<file path="config.mk">
export PLATFORM = sky130hd
export DESIGN_NAME = instr_fetch_unit
export DESIGN_NICKNAME = d
export VERILOG_FILES = /design/src/rtl/fetch_pkg.sv /design/src/rtl/fetch_fifo.sv /design/src/rtl/instr_fetch_unit.sv
export SDC_FILE = /design/constraint.sdc
export NUM_CORES = 1
export LEC_CHECK = 0
export CAP_MARGIN = 20
export CORE_ASPECT_RATIO = 2
export CORE_UTILIZATION = 40
export DETAILED_ROUTE_END_ITERATION = 12
export PLACE_DENSITY_LB_ADDON = 0.05
export SETUP_SLACK_MARGIN = 0.15
export SLEW_MARGIN = 20
export SYNTH_ARGS = -nofsm -noshare
export SYNTH_HDL_FRONTEND = slang
export SYNTH_HIERARCHICAL = 1
export SYNTH_SLANG_ARGS = --single-unit
</file>
<file path="constraint.sdc">
create_clock -name clk -period 3.12 [get_ports clk]
set_input_delay 0.468 -clock clk [delete_from_list [all_inputs] [get_ports clk]]
set_output_delay 0.468 -clock clk [all_outputs]
set_load 0.02 [all_outputs]
</file>
<file path="src/rtl/fetch_pkg.sv">
// fetch_pkg: shared definitions for the instruction fetch unit.
//   fetch_state_t        - fetch FSM state encoding (IDLE / REQ / DRAIN)
//   DEFAULT_*            - default widths and prefetch depth
//   count_width()        - bits needed to hold an occupancy count 0..depth
package fetch_pkg;

    typedef enum logic [1:0] {
        FETCH_IDLE  = 2'd0,
        FETCH_REQ   = 2'd1,
        FETCH_DRAIN = 2'd2
    } fetch_state_t;

    localparam int unsigned DEFAULT_DATA_WIDTH  = 16;
    localparam int unsigned DEFAULT_INSTR_WIDTH = 16;
    localparam int unsigned DEFAULT_FIFO_DEPTH  = 2;

    function automatic int unsigned count_width(input int unsigned depth);
        return $clog2(depth + 1);
    endfunction

endpackage

</file>
<file path="src/rtl/fetch_fifo.sv">
// fetch_fifo: synchronous prefetch FIFO, depth a power of two.
// Ports:
//   clk, clr            - clock, asynchronous active-low reset
//   push, push_data     - write an entry (caller guarantees not full)
//   pop                 - consume the head entry (ignored when empty)
//   flush               - empty the FIFO; takes priority over push
//   count               - current occupancy
//   head, not_empty     - head entry and its valid flag
module fetch_fifo
    import fetch_pkg::*;
#(
    parameter int unsigned width = DEFAULT_DATA_WIDTH + DEFAULT_INSTR_WIDTH,
    parameter int unsigned depth = DEFAULT_FIFO_DEPTH,
    localparam int unsigned ptr_width = $clog2(depth),
    localparam int unsigned cnt_width = count_width(depth)
) (
    input  logic                 clk,
    input  logic                 clr,
    input  logic                 push,
    input  logic [width-1:0]     push_data,
    input  logic                 pop,
    input  logic                 flush,
    output logic [cnt_width-1:0] count,
    output logic [width-1:0]     head,
    output logic                 not_empty
);

    logic [width-1:0]     mem [depth];
    logic [ptr_width-1:0] rd_ptr;
    logic [ptr_width-1:0] wr_ptr;
    logic                 do_pop;

    assign not_empty = (count != '0);
    assign do_pop    = pop && not_empty;
    assign head      = mem[rd_ptr];

    // Pointers are exactly log2(depth) bits wide, so they wrap on their own.
    always_ff @(posedge clk or negedge clr) begin
        if (!clr) begin
            mem    <= '{default: '0};
            rd_ptr <= '0;
            wr_ptr <= '0;
            count  <= '0;
        end else if (flush) begin
            rd_ptr <= '0;
            wr_ptr <= '0;
            count  <= '0;
        end else begin
            if (push) begin
                mem[wr_ptr] <= push_data;
                wr_ptr      <= wr_ptr + ptr_width'(1);
            end
            if (do_pop) begin
                rd_ptr <= rd_ptr + ptr_width'(1);
            end
            if (push && !do_pop) begin
                count <= count + cnt_width'(1);
            end else if (!push && do_pop) begin
                count <= count - cnt_width'(1);
            end
        end
    end

endmodule

</file>
<file path="src/rtl/instr_fetch_unit.sv">
// instr_fetch_unit: fetches instructions at the PC over a req/ack memory
// handshake into a prefetch FIFO and presents them to the decoder.
// Ports:
//   clk, clr                         - clock, asynchronous active-low reset
//   pc_addr                          - current PC value
//   pc_up, pc_load, pc_data          - PC increment / load controls (combinational)
//   mem_req, mem_addr                - registered read request, held until ack
//   mem_ack, mem_rdata               - read completion and data
//   redirect_valid, redirect_addr    - fetch restart pulse and target
//   instr_valid, instr_ready         - decoder handshake on the FIFO head
//   instr_data, instr_addr           - FIFO head instruction and its address
module instr_fetch_unit
    import fetch_pkg::*;
#(
    parameter int unsigned data_width  = DEFAULT_DATA_WIDTH,
    parameter int unsigned instr_width = DEFAULT_INSTR_WIDTH,
    parameter int unsigned fifo_depth  = DEFAULT_FIFO_DEPTH
) (
    input  logic                   clk,
    input  logic                   clr,
    input  logic [data_width-1:0]  pc_addr,
    output logic                   pc_up,
    output logic                   pc_load,
    output logic [data_width-1:0]  pc_data,
    output logic                   mem_req,
    output logic [data_width-1:0]  mem_addr,
    input  logic                   mem_ack,
    input  logic [instr_width-1:0] mem_rdata,
    input  logic                   redirect_valid,
    input  logic [data_width-1:0]  redirect_addr,
    output logic                   instr_valid,
    input  logic                   instr_ready,
    output logic [instr_width-1:0] instr_data,
    output logic [data_width-1:0]  instr_addr
);

    localparam int unsigned entry_width = data_width + instr_width;
    localparam int unsigned cnt_width   = count_width(fifo_depth);

    fetch_state_t           state;
    fetch_state_t           next_state;
    logic                   push;
    logic                   pop;
    logic                   fifo_full;
    logic [cnt_width-1:0]   fifo_count;
    logic [entry_width-1:0] fifo_head;

    assign fifo_full = (fifo_count == cnt_width'(fifo_depth));
    assign pop       = instr_valid && instr_ready;
    assign pc_data   = redirect_addr;
    assign {instr_addr, instr_data} = fifo_head;

    // State register
    always_ff @(posedge clk or negedge clr) begin
        if (!clr) begin
            state <= FETCH_IDLE;
        end else begin
            state <= next_state;
        end
    end

    // Next-state logic. A redirect without ack in REQ still owes the memory
    // its outstanding transfer, hence DRAIN rather than an immediate return.
    always_comb begin
        next_state = state;
        case (state)
            FETCH_IDLE: begin
                if (!redirect_valid && !fifo_full) begin
                    next_state = FETCH_REQ;
                end
            end
            FETCH_REQ: begin
                if (mem_ack) begin
                    next_state = FETCH_IDLE;
                end else if (redirect_valid) begin
                    next_state = FETCH_DRAIN;
                end
            end
            FETCH_DRAIN: begin
                if (mem_ack) begin
                    next_state = FETCH_IDLE;
                end
            end
            default: next_state = FETCH_IDLE;
        endcase
    end

    // Output logic. A redirect loads the PC in every state; only an
    // un-redirected ack in REQ keeps its data and advances the PC.
    always_comb begin
        pc_load = 1'b0;
        pc_up   = 1'b0;
        push    = 1'b0;
        if (clr) begin
            pc_load = redirect_valid;
            if (state == FETCH_REQ && mem_ack && !redirect_valid) begin
                pc_up = 1'b1;
                push  = 1'b1;
            end
        end
    end

    // Request registers: mem_req follows "a transfer is outstanding next
    // cycle"; the address is captured only when a new request is issued.
    always_ff @(posedge clk or negedge clr) begin
        if (!clr) begin
            mem_req  <= 1'b0;
            mem_addr <= '0;
        end else begin
            mem_req <= (next_state != FETCH_IDLE);
            if (state == FETCH_IDLE && next_state == FETCH_REQ) begin
                mem_addr <= pc_addr;
            end
        end
    end

    fetch_fifo #(
        .width (entry_width),
        .depth (fifo_depth)
    ) u_fifo (
        .clk       (clk),
        .clr       (clr),
        .push      (push),
        .push_data ({mem_addr, mem_rdata}),
        .pop       (pop),
        .flush     (redirect_valid),
        .count     (fifo_count),
        .head      (fifo_head),
        .not_empty (instr_valid)
    );

endmodule

</file>
-- Word level (Yosys, flattened, before mapping)
Index checks and enable logic that the tools add are counted.
- register bits after elaboration: 87
- input bits: 53
- output and inout bits: 68
- logic and storage cells: 63
- add/subtract/negate cells: 4
- $lt $le $gt $ge: 3
- equality and inequality tests: 4
- mux-type cells: 21
- bitwise logic cells: 3
- reduce and logical (&&, ||, !) cells: 20
- operators with widths (operator ; count):
    $mux W32 ; 4
    $bwmux W64 ; 1
    $demux W32 S1 ; 1
    $mux W2 ; 7
    $logic_and A1 B1 Y1 ; 9
    $reduce_bool A2 Y1 ; 4
    $mux W1 ; 7
    $pmux W2 S3 ; 1
    $eq A2 B1 Y1 const B ; 2
    $eq A2 B2 Y1 const B ; 2
    $ge A2 B2 Y1 const B ; 2
    $logic_not A1 Y1 ; 4
    $not A1 Y2 ; 2
    $reduce_bool A3 Y1 ; 1
    $add A1 B1 Y1 const B ; 2
    $add A2 B1 Y2 const B ; 1
    $logic_not A2 Y1 ; 1
    $lt A2 B1 Y1 const B ; 1
    $reduce_and A2 Y1 ; 1
    $sub A2 B1 Y2 const B ; 1
    $not A1 Y1 ; 1

-- Logic depth before layout (Yosys ltp)
Gate-level depths: netlist of run 1.
- depth in word-level cells: 10
- mapped depth: 7
- depth with buffers taken out: 5

-- Cells and area by module
Netlist of run 1, hierarchy kept.
- by module, submodules not included (module ; instances ; cells an instance ; area each (um^2) ; sequential area each (um^2)):
    fetch_fifo ; 1 ; 193 ; 3245.6 ; 1701.6
    instr_fetch_unit ; 1 ; 66 ; 875.8 ; 475.5

-- Worst setup path before layout of run 1
OpenSTA, ideal clock, no wires.
- path kind: reg-to-reg
- start: register state[1]
- end: register u_fifo/mem[34] (netlist bit)
- setup time: 0.125 ns
- arrival: 2.075 ns
- data required time: 2.995 ns
- setup slack: 0.920 ns
- stages on the path, launching flop included: 8
- path buffers: 2
- period minus slack after synthesis: 2.200 ns
- path through: dfrtp_1 -> nand2b_1 -> nor3_1 -> buf_4 -> nand2b_4 -> nor2_4 -> buf_6 -> mux2_4
- word-level cells in the longest chain between the ends: 6
- RTL lines (item ; RTL line ; text):
    start, declared ; instr_fetch_unit.sv:40 ; fetch_state_t state;
    start signal, assigned ; instr_fetch_unit.sv:58 ; state <= next_state;
    $eq A2 B1 Y1 ; instr_fetch_unit.sv:96 ; if (state == FETCH_REQ && mem_ack && !redirect_valid) begin
    $logic_and A1 B1 Y1 (2 in series) ; instr_fetch_unit.sv:96 ;
    $mux W1 (2 in series) ; -- ;
    net pc_up ; instr_fetch_unit.sv:22 ; output logic pc_up,
    $reduce_and A2 Y1 (no source line) ; -- ;
    end signal, assigned by index ; fetch_fifo.sv:50 ; mem[wr_ptr] <= push_data;
    end, declared ; fetch_fifo.sv:28 ; logic [width-1:0] mem [depth];
The timed path passes the listed nets, and every way through them passes these cells.
A chain may end at the register's enable or synchronous reset.

-- Worst setup path after layout of run 1
- start: input port clr
- end: output port pc_up
- word-level cells in the longest chain between the ends: 1
- RTL lines (item ; RTL line ; text):
    start, declared ; instr_fetch_unit.sv:20 ; input logic clr,
    $mux W1 ; instr_fetch_unit.sv:94 ; if (clr) begin
    end, declared ; instr_fetch_unit.sv:22 ;
Every way passes these cells.

==> results by group, run 1 <==
Yosys
  – Post-synth top area cell: dfrtp_1
  – Async set-or-reset flop fraction in the synthesized netlist: between 90% and 100%
  – Seq/Total Area, Yosys: about 53%
  – Avg Inst Size Synth: ~16 um2
  – Synth area leaders: dfrtp_1 (53%), mux2_4 (22%), mux2_2 (14%)
  – Distinct cell type count after synthesis: 29
  – Most common cell in the netlist: dfrtp_1
  – Syn Nets: 312
  – Predominant post-synthesis flop cell: dfrtp_1
  – Share of the synthesized area in the top cell type: roughly 53%
  – Cells after synthesis: roughly 260
  – YS warnings: 6
  – Mapped cell area: about 0.0041 mm2
  – Most common library cells after synthesis: dfrtp_1 (87), mux2_4 (60), mux2_2 (52), buf_4 (17), buf_6 (7)
  – Synth Register Bits: 87
  – Post-synth EDFFs: 0

GRT
  – Global-route wire length before repair: 13,600 um
  – Global route overflow: 0
  – Largest net degree at the start of global routing: 54
  – All-Layer GR Usage: 17.0%
  – Initial antenna violation count: 0
  – Vias in the first global route: 2,565

Worst setup path
  – Required @ worst endpoint: between 2 and 3 ns
  – Startpoint Class: input pin
  – Max FO, Critical Path: 6
  – Data arrival, critical path: ~2.1 ns
  – Critical path's largest stage delay: around 0.65 ns
  – Critical path cell sequence: dlygate4sd3_1 > buf_4 > nand2_1 > nor3_1 > clkdlybuf4s50_1
  – R2r worst-path depth: 7
  – CP endpoint kind: output pin
  – Slowest cell on crit path: clkdlybuf4s50_1
  – Worst setup path category: in2out

Final layout
  – Post-route cell area: approximately 0.0053 mm2
  – # diodes: 0
  – Non-Filler Instances: 479
  – Final net count: between 300 and 400
  – Syn-to-layout area delta: 29.7%
  – Layout cells sized above 1: around two fifths

Placed design
  – Port buffer count: 88
  – Placed cell areas: between 0.005 and 0.006 mm2
  – Setup WS pre-CTS: between 0.6 and 0.7 ns
  – Gp weighted congestion: roughly 0.71
  – HPWL after DPL: approximately 5500 um
  – Placed Cells: around 460

STA
  – RSZ-0062 raised after global routing: false
  – Setup TNS: 0 ns
  – Worst slew pin tran: 0.984 ns
  – Max Freq: ~390 MHz
  – Post-route worst setup slack: 0.576 ns
  – Max Slew Vio Count: 0
  – Fin crit period: ~2.5 ns
  – Final Cycle Share: between 80% and 90%
  – Worst clock skew: approximately 0.006 ns
  – Final Hold Viols: 0
  – Slew headroom: 34.4%
  – Setup-failing EPs final: 0

Drt
  – Vias: around 2,300
  – Final WL: approximately 8300 um
  – DRC violations left: 0
  – Via density: a little under 5
  – WL/cell: between 15 and 20 um
  – 1st-iter DRT viols: 69
  – Pre-antenna DRT Iters: 6
  – Routed Antenna Nets: 0

Clock tree
  – Post-CTS Setup Bufs: 0
  – Clk slew on worst S/H paths: 0.05 ns
  – Skew-Pair Late Insertion Delay: approximately 0.33 ns
  – Clock root cell: clkbuf_16
  – H-tree depth: 3
  – CTS Buffer Depth: 2
  – TritonCTS buffer count: 9
  – CTS tree: yes
  – Clock sink count: 87

Hold path
  – Hold Path Depth: 1
  – Worst Hold Class: reg2reg

Run status
  – Status: finished, final reports clean

Die
  – Num ports: 121
  – Core area: between 0.01 and 0.015 mm2
  – Starting density of the core: 40.9%
  – Die X: roughly 74 um
  – Die Area: about 0.011 mm2
  – Chip height: 146 um
  – FP Rows: 52

Run
  – Max_cap viols: 0

Power and ir drop
  – Static leakage: 2.47 nW
  – Power Density: 752 mW/mm2
  – Peak supply drop: 0.381 mV
[kinds of logic (layout without fill, tap and decap cells)]
| logic type | Yosys count | after routing | share of synthesized area [%] |
|---|---|---|---|
| xor+xnor | 2 | 2 | 0.425 |
| simple gates | 19 | 19 | 3.55 |
| compound gates | 10 | 10 | 1.55 |
| mux | 112 | 112 | 36.1 |
| buf+inv | 29 | 114 | 5.59 |
| flops | 87 | 87 | 52.8 |
[critical path, delay by kind of cell]
family	cells	cell delay (ns)
buffers and inverters	3	1.36
and+or+nand+nor	2	0.25
[through the flow]
step           util [%]  power (mW)  hold WS [ns]
2_1_floorplan         -        2.33         0.172
4_1_cts            53.0        4.09         0.488
3_5_place_dp       49.8        2.92         0.280
3_3_place_gp       49.8        2.91         0.280
5_1_grt            53.0        4.23         0.511
6_report           53.0        4.02         0.502
[what timing repair did]
item                                   CTS  global route
hold buffers                             1             0
setup endpoints to repair                0             0
endpoints found under the hold margin    2             0
gates resized for setup                  0             0
[path summary, 6_finish.rpt]
| path | startpoint | to | slack (ns) |
|---|---|---|---|
| setup / recovery | clr | pc_up | 0.58 |
| hold / removal | u_fifo/mem[6]$_DFFE_PN0P_ | u_fifo/mem[6]$_DFFE_PN0P_ | 0.50 |
| setup reg to reg | state[1]$_DFF_PN0_ | u_fifo/mem[32]$_DFFE_PN0P_ | 1.16 |
| hold reg to reg | u_fifo/mem[6]$_DFFE_PN0P_ | u_fifo/mem[6]$_DFFE_PN0P_ | 0.50 |
| max in group asynchronous | clr | u_fifo/mem[47]$_DFFE_PN0P_ | 1.76 |
| min in group asynchronous | clr | u_fifo/count[0]$_DFFE_PN0P_ | 0.51 |
[power by group]
group,internal (mW),total (mW),switching (mW)
Combinational,0.806,1.36,0.549
Sequential,1.37,1.53,0.163
Clock,0.719,1.13,0.412
[cells in the final DEF (no fill, tap or decap), types with 2 or more instances in the layout]
cell type,count
dfrtp_1,87
mux2_4,60
a21oi_1,3
nand2b_1,3
and2_1,2
clkbuf_1,2
clkdlybuf4s50_1,87
mux2_2,52
buf_4,9
o21ai_0,3
bufinv_16,2
nor2_1,2
clkbuf_16,9
nand3b_1,2
[sequential cells by signal, summed over array words and instances, names as in the netlist]
register,count
state,2
mem_req,1
mem_addr,16
u_fifo/rd_ptr,1
u_fifo/mem,64
u_fifo/count,2
u_fifo/wr_ptr,1
[per-layer routing]
layer / share of wire [%] / GRT usage, %
met3: 3.8 / 4.16
met1: 41 / 21.2
met2: 54 / 27.8
met4: 1.6 / 6.54
met5: 0 / 0
[cell type report]
| type | instances | area [um2] |
|---|---|---|
| Clock buffer | 12 | 246 |
| Clock inverter | 3 | 67.6 |
| Fill cell | 886 | 4740 |
| Inverter | 1 | 3.75 |
| Multi-Input combinational cell | 143 | 1710 |
| Sequential cell | 87 | 2180 |
| Tap cell | 135 | 169 |
| Timing Repair Buffer | 98 | 968 |
No activity file was read; power rests on OpenSTA's default activity.
==> run 2: changes to the inputs <==
==> constraint.sdc (replaced) <==
create_clock -name clk -period 2.42 [get_ports clk]
set_input_delay 0.363 -clock clk [delete_from_list [all_inputs] [get_ports clk]]
set_output_delay 0.363 -clock clk [all_outputs]
set_load 0.02 [all_outputs]
==> results by group, run 2 (synthesis results as in run 1) <==
Die
  – Starting density of the core: 40.9% (unchanged)
  – Num ports: 121 (unchanged)
  – Core area: 0.0101 mm2 (unchanged)
  – Die X: 73.8 um (unchanged)
  – Die Area: 0.0107 mm2 (unchanged)
  – FP Rows: 52 (unchanged)
  – Chip height: 146 um (unchanged)

STA
  – Max Freq: ~450 MHz
  – Setup TNS: 0 ns (unchanged)
  – Final Hold Viols: 0 (unchanged)
  – Max Slew Vio Count: 0 (unchanged)
  – Hold slack final: 0.162 ns (-0.340 ns)
  – Setup-failing EPs final: 0 (unchanged)
  – Fin crit period: 2.22 ns
  – Final Cycle Share: roughly nine tenths
  – Worst clock skew: 0.00580 ns (-0.000180 ns)
  – Worst slew pin tran: 0.613 ns (-0.371 ns)
  – RSZ-0062 raised after global routing: true
  – Slew headroom: 59.2% (+25 points)

Worst setup path
  – Critical path's largest stage delay: 0.55 ns (-0.10 ns)
  – Critical path cell sequence: buf_4 > mux2_2 > clkdlybuf4s50_1
  – Startpoint Class: flip-flop
  – Worst setup path category: reg2out
  – Required @ worst endpoint: 2.06 ns (-0.59 ns)
  – Data arrival, critical path: 1.86 ns (-0.22 ns)
  – Max FO, Critical Path: 11 (+5)
  – Slowest cell on crit path: clkdlybuf4s50_1
  – CP endpoint kind: output pin

Placed design
  – Gp weighted congestion: 0.717 (+0.94%)
  – Port buffer count: 88 (unchanged)
  – HPWL after DPL: 5440 um (-1.4%)
  – Placed cell areas: 0.00504 mm2 (+0.40%)

Final layout
  – Most frequent cells in the layout: dfrtp_1 (87), clkdlybuf4s50_1 (84), mux2_4 (60), mux2_2 (52), clkbuf_16 (9)
  – Sequential Area: 0.00218 mm2 (unchanged)
  – Fill cells: 845 (-4.6%)
  – Final net count: 393 (unchanged)
  – Layout cells sized above 1: 42.0% (+0.75 points)
  – Largest Register: u_fifo/mem
  – Largest regs: u_fifo/mem: 64 flops, mem_addr: 16 flops
  – # diodes: 0 (unchanged)
  – Most common cell after layout, fill and taps aside: dfrtp_1
  – Largest register FFs: 64 (unchanged)
  – Syn-to-layout area delta: 31.0%
  – Post-route cell area: 0.00540 mm2 (+0.96%)
  – Area of the multi-input gates: 0.00171 mm2 (unchanged)

Drt
  – Vias: 2,298 (-1.2%)
  – Wl on met1: 3400 um (+0.21%)
  – Final WL: 8290 um (about the same)
  – Pre-antenna DRT Iters: 6 (unchanged)
  – Via density: 4.79 (-1.5%)
  – Met3 WL post-DR: 279 um (-12%)
  – Met2 WL: 4450 um (about the same)
  – DRC violations left: 0 (unchanged)
  – Max layer used: met4
  – WL/cell: 17.3 um (-0.17%)
  – 1st-iter DRT viols: 67 (-2.9%)
  – Routed Antenna Nets: 0 (unchanged)

Clock tree
  – H-tree depth: 3 (unchanged)
  – CTS Buffer Depth: 2 (unchanged)
  – Clock root cell: clkbuf_16
  – Clk slew on worst S/H paths: 0.06 ns (about the same)
  – TritonCTS buffer count: 9 (unchanged)
  – Post-cts repair resize count: 4 (+4)
  – Hold buffer count at CTS: 0 (-1)
  – Clock sink count: 87 (unchanged)
  – Skew-Pair Late Insertion Delay: 0.33 ns (about the same)
  – CTS tree: yes
  – Post-CTS Setup Bufs: 0 (unchanged)

Power and ir drop
  – Flop pwr share: 37.1% (-1.0 points)
  – Internal power component: 3.83 mW (+32%)
  – Pwr Total: 5.30 mW (+32%)
  – Sw power: 1.47 mW (+30%)
  – Clock network fraction of total power: 30.0% (+1.8 points)
  – Peak supply drop: 0.505 mV (+33%)
  – Static leakage: 2.52 nW (+1.7%)
  – Sw Share: 27.7% (-0.30 points)
  – Power Density: 981 mW/mm2 (+31%)
  – Portion of total power attributed to combinational logic: 32.8% (-0.9 points)

GRT
  – Global-route wire length before repair: 13,300 um (-2.2%)
  – Vias in the first global route: 2,540 (-0.97%)
  – All-Layer GR Usage: 16.7% (-0.31 points)
  – Initial antenna violation count: 0 (unchanged)
  – Global route overflow: 0 (unchanged)
  – Largest net degree at the start of global routing: 49 (-9.3%)

Run status
  – Status: finished, final reports clean

Run
  – Max_cap viols: 0 (unchanged)

Hold path
  – Worst Hold Class: in2async
==> run 2: cell types whose count changed in the layout (fill, tap and decap cells not counted) <==
cell / delta
clkdlybuf4s50_1: -3
dlygate4sd2_1: +2
buf_12: +1
buf_4: -1
buf_8: +1
bufinv_16: +1
clkbuf_1: -1
clkinvlp_4: +1
dlygate4sd3_1: -1
dlymetal6s2s_1: +1
==> run 2: final cells by class <==
type / count / area share [%]
Clock buffer: 11 / 4.50
Clock inverter: 5 / 1.95
Inverter: 1 / 0.0695
Multi-Input combinational cell: 143 / 31.8
Sequential cell: 87 / 40.3
Tap cell: 135 / 3.13
Timing Repair Buffer: 98 / 18.3
==> run 2: stage by stage <==
| step | util, % | instances | setup slack (ns) |
|---|---|---|---|
| 2_1_floorplan | - | 259 | 0.220 |
| 4_1_cts | 53.5 | 480 | 0.159 |
| 3_5_place_dp | 50.0 | 464 | 0.108 |
| 6_report | 53.5 | 480 | 0.201 |
| 3_3_place_gp | 50.0 | 464 | 0.163 |
| 5_1_grt | 53.5 | 480 | 0.143 |
==> run 2: routing by layer <==
metal  vias up  global-route usage, %
met4         0                   7.12
met2        48                   28.0
met1      1174                   20.2
met3        12                   3.53
met5         -                      0
li1       1064                      -
==> run 2: final timing paths <==
check,from,cells past startpoint,slack (ns),to
min in group clk,u_fifo/mem[24]$_DFFE_PN0P_,1,0.50,u_fifo/mem[24]$_DFFE_PN0P_
setup / recovery,u_fifo/rd_ptr$_DFFE_PN0P_,3,0.20,instr_addr[6]
hold / removal,clr,2,0.16,u_fifo/mem[2]$_DFFE_PN0P_
max in group asynchronous,clr,3,1.30,u_fifo/mem[33]$_DFFE_PN0P_
hold reg to reg,u_fifo/mem[24]$_DFFE_PN0P_,1,0.50,u_fifo/mem[24]$_DFFE_PN0P_
setup reg to reg,state[1]$_DFF_PN0_,7,0.43,u_fifo/mem[33]$_DFFE_PN0P_
==> run 2: power by group through the flow <==
stage               logic (mW)  registers [mW]  clock network, mW
global route              1.84            2.01               1.71
detailed placement        1.77            1.99                  0
CTS                       1.77            1.97               1.64
floorplan                0.970            2.03                  0
global placement          1.76            1.99                  0
finish                    1.74            1.97               1.59
==> run 2: worst max-delay path, delay by kind of cell, from the launching register on <==
| family | cells | cell delay [ns] |
|---|---|---|
| mux | 1 | 0.36 |
| buf+inv | 2 | 0.79 |
| flops | 1 | 0.37 |
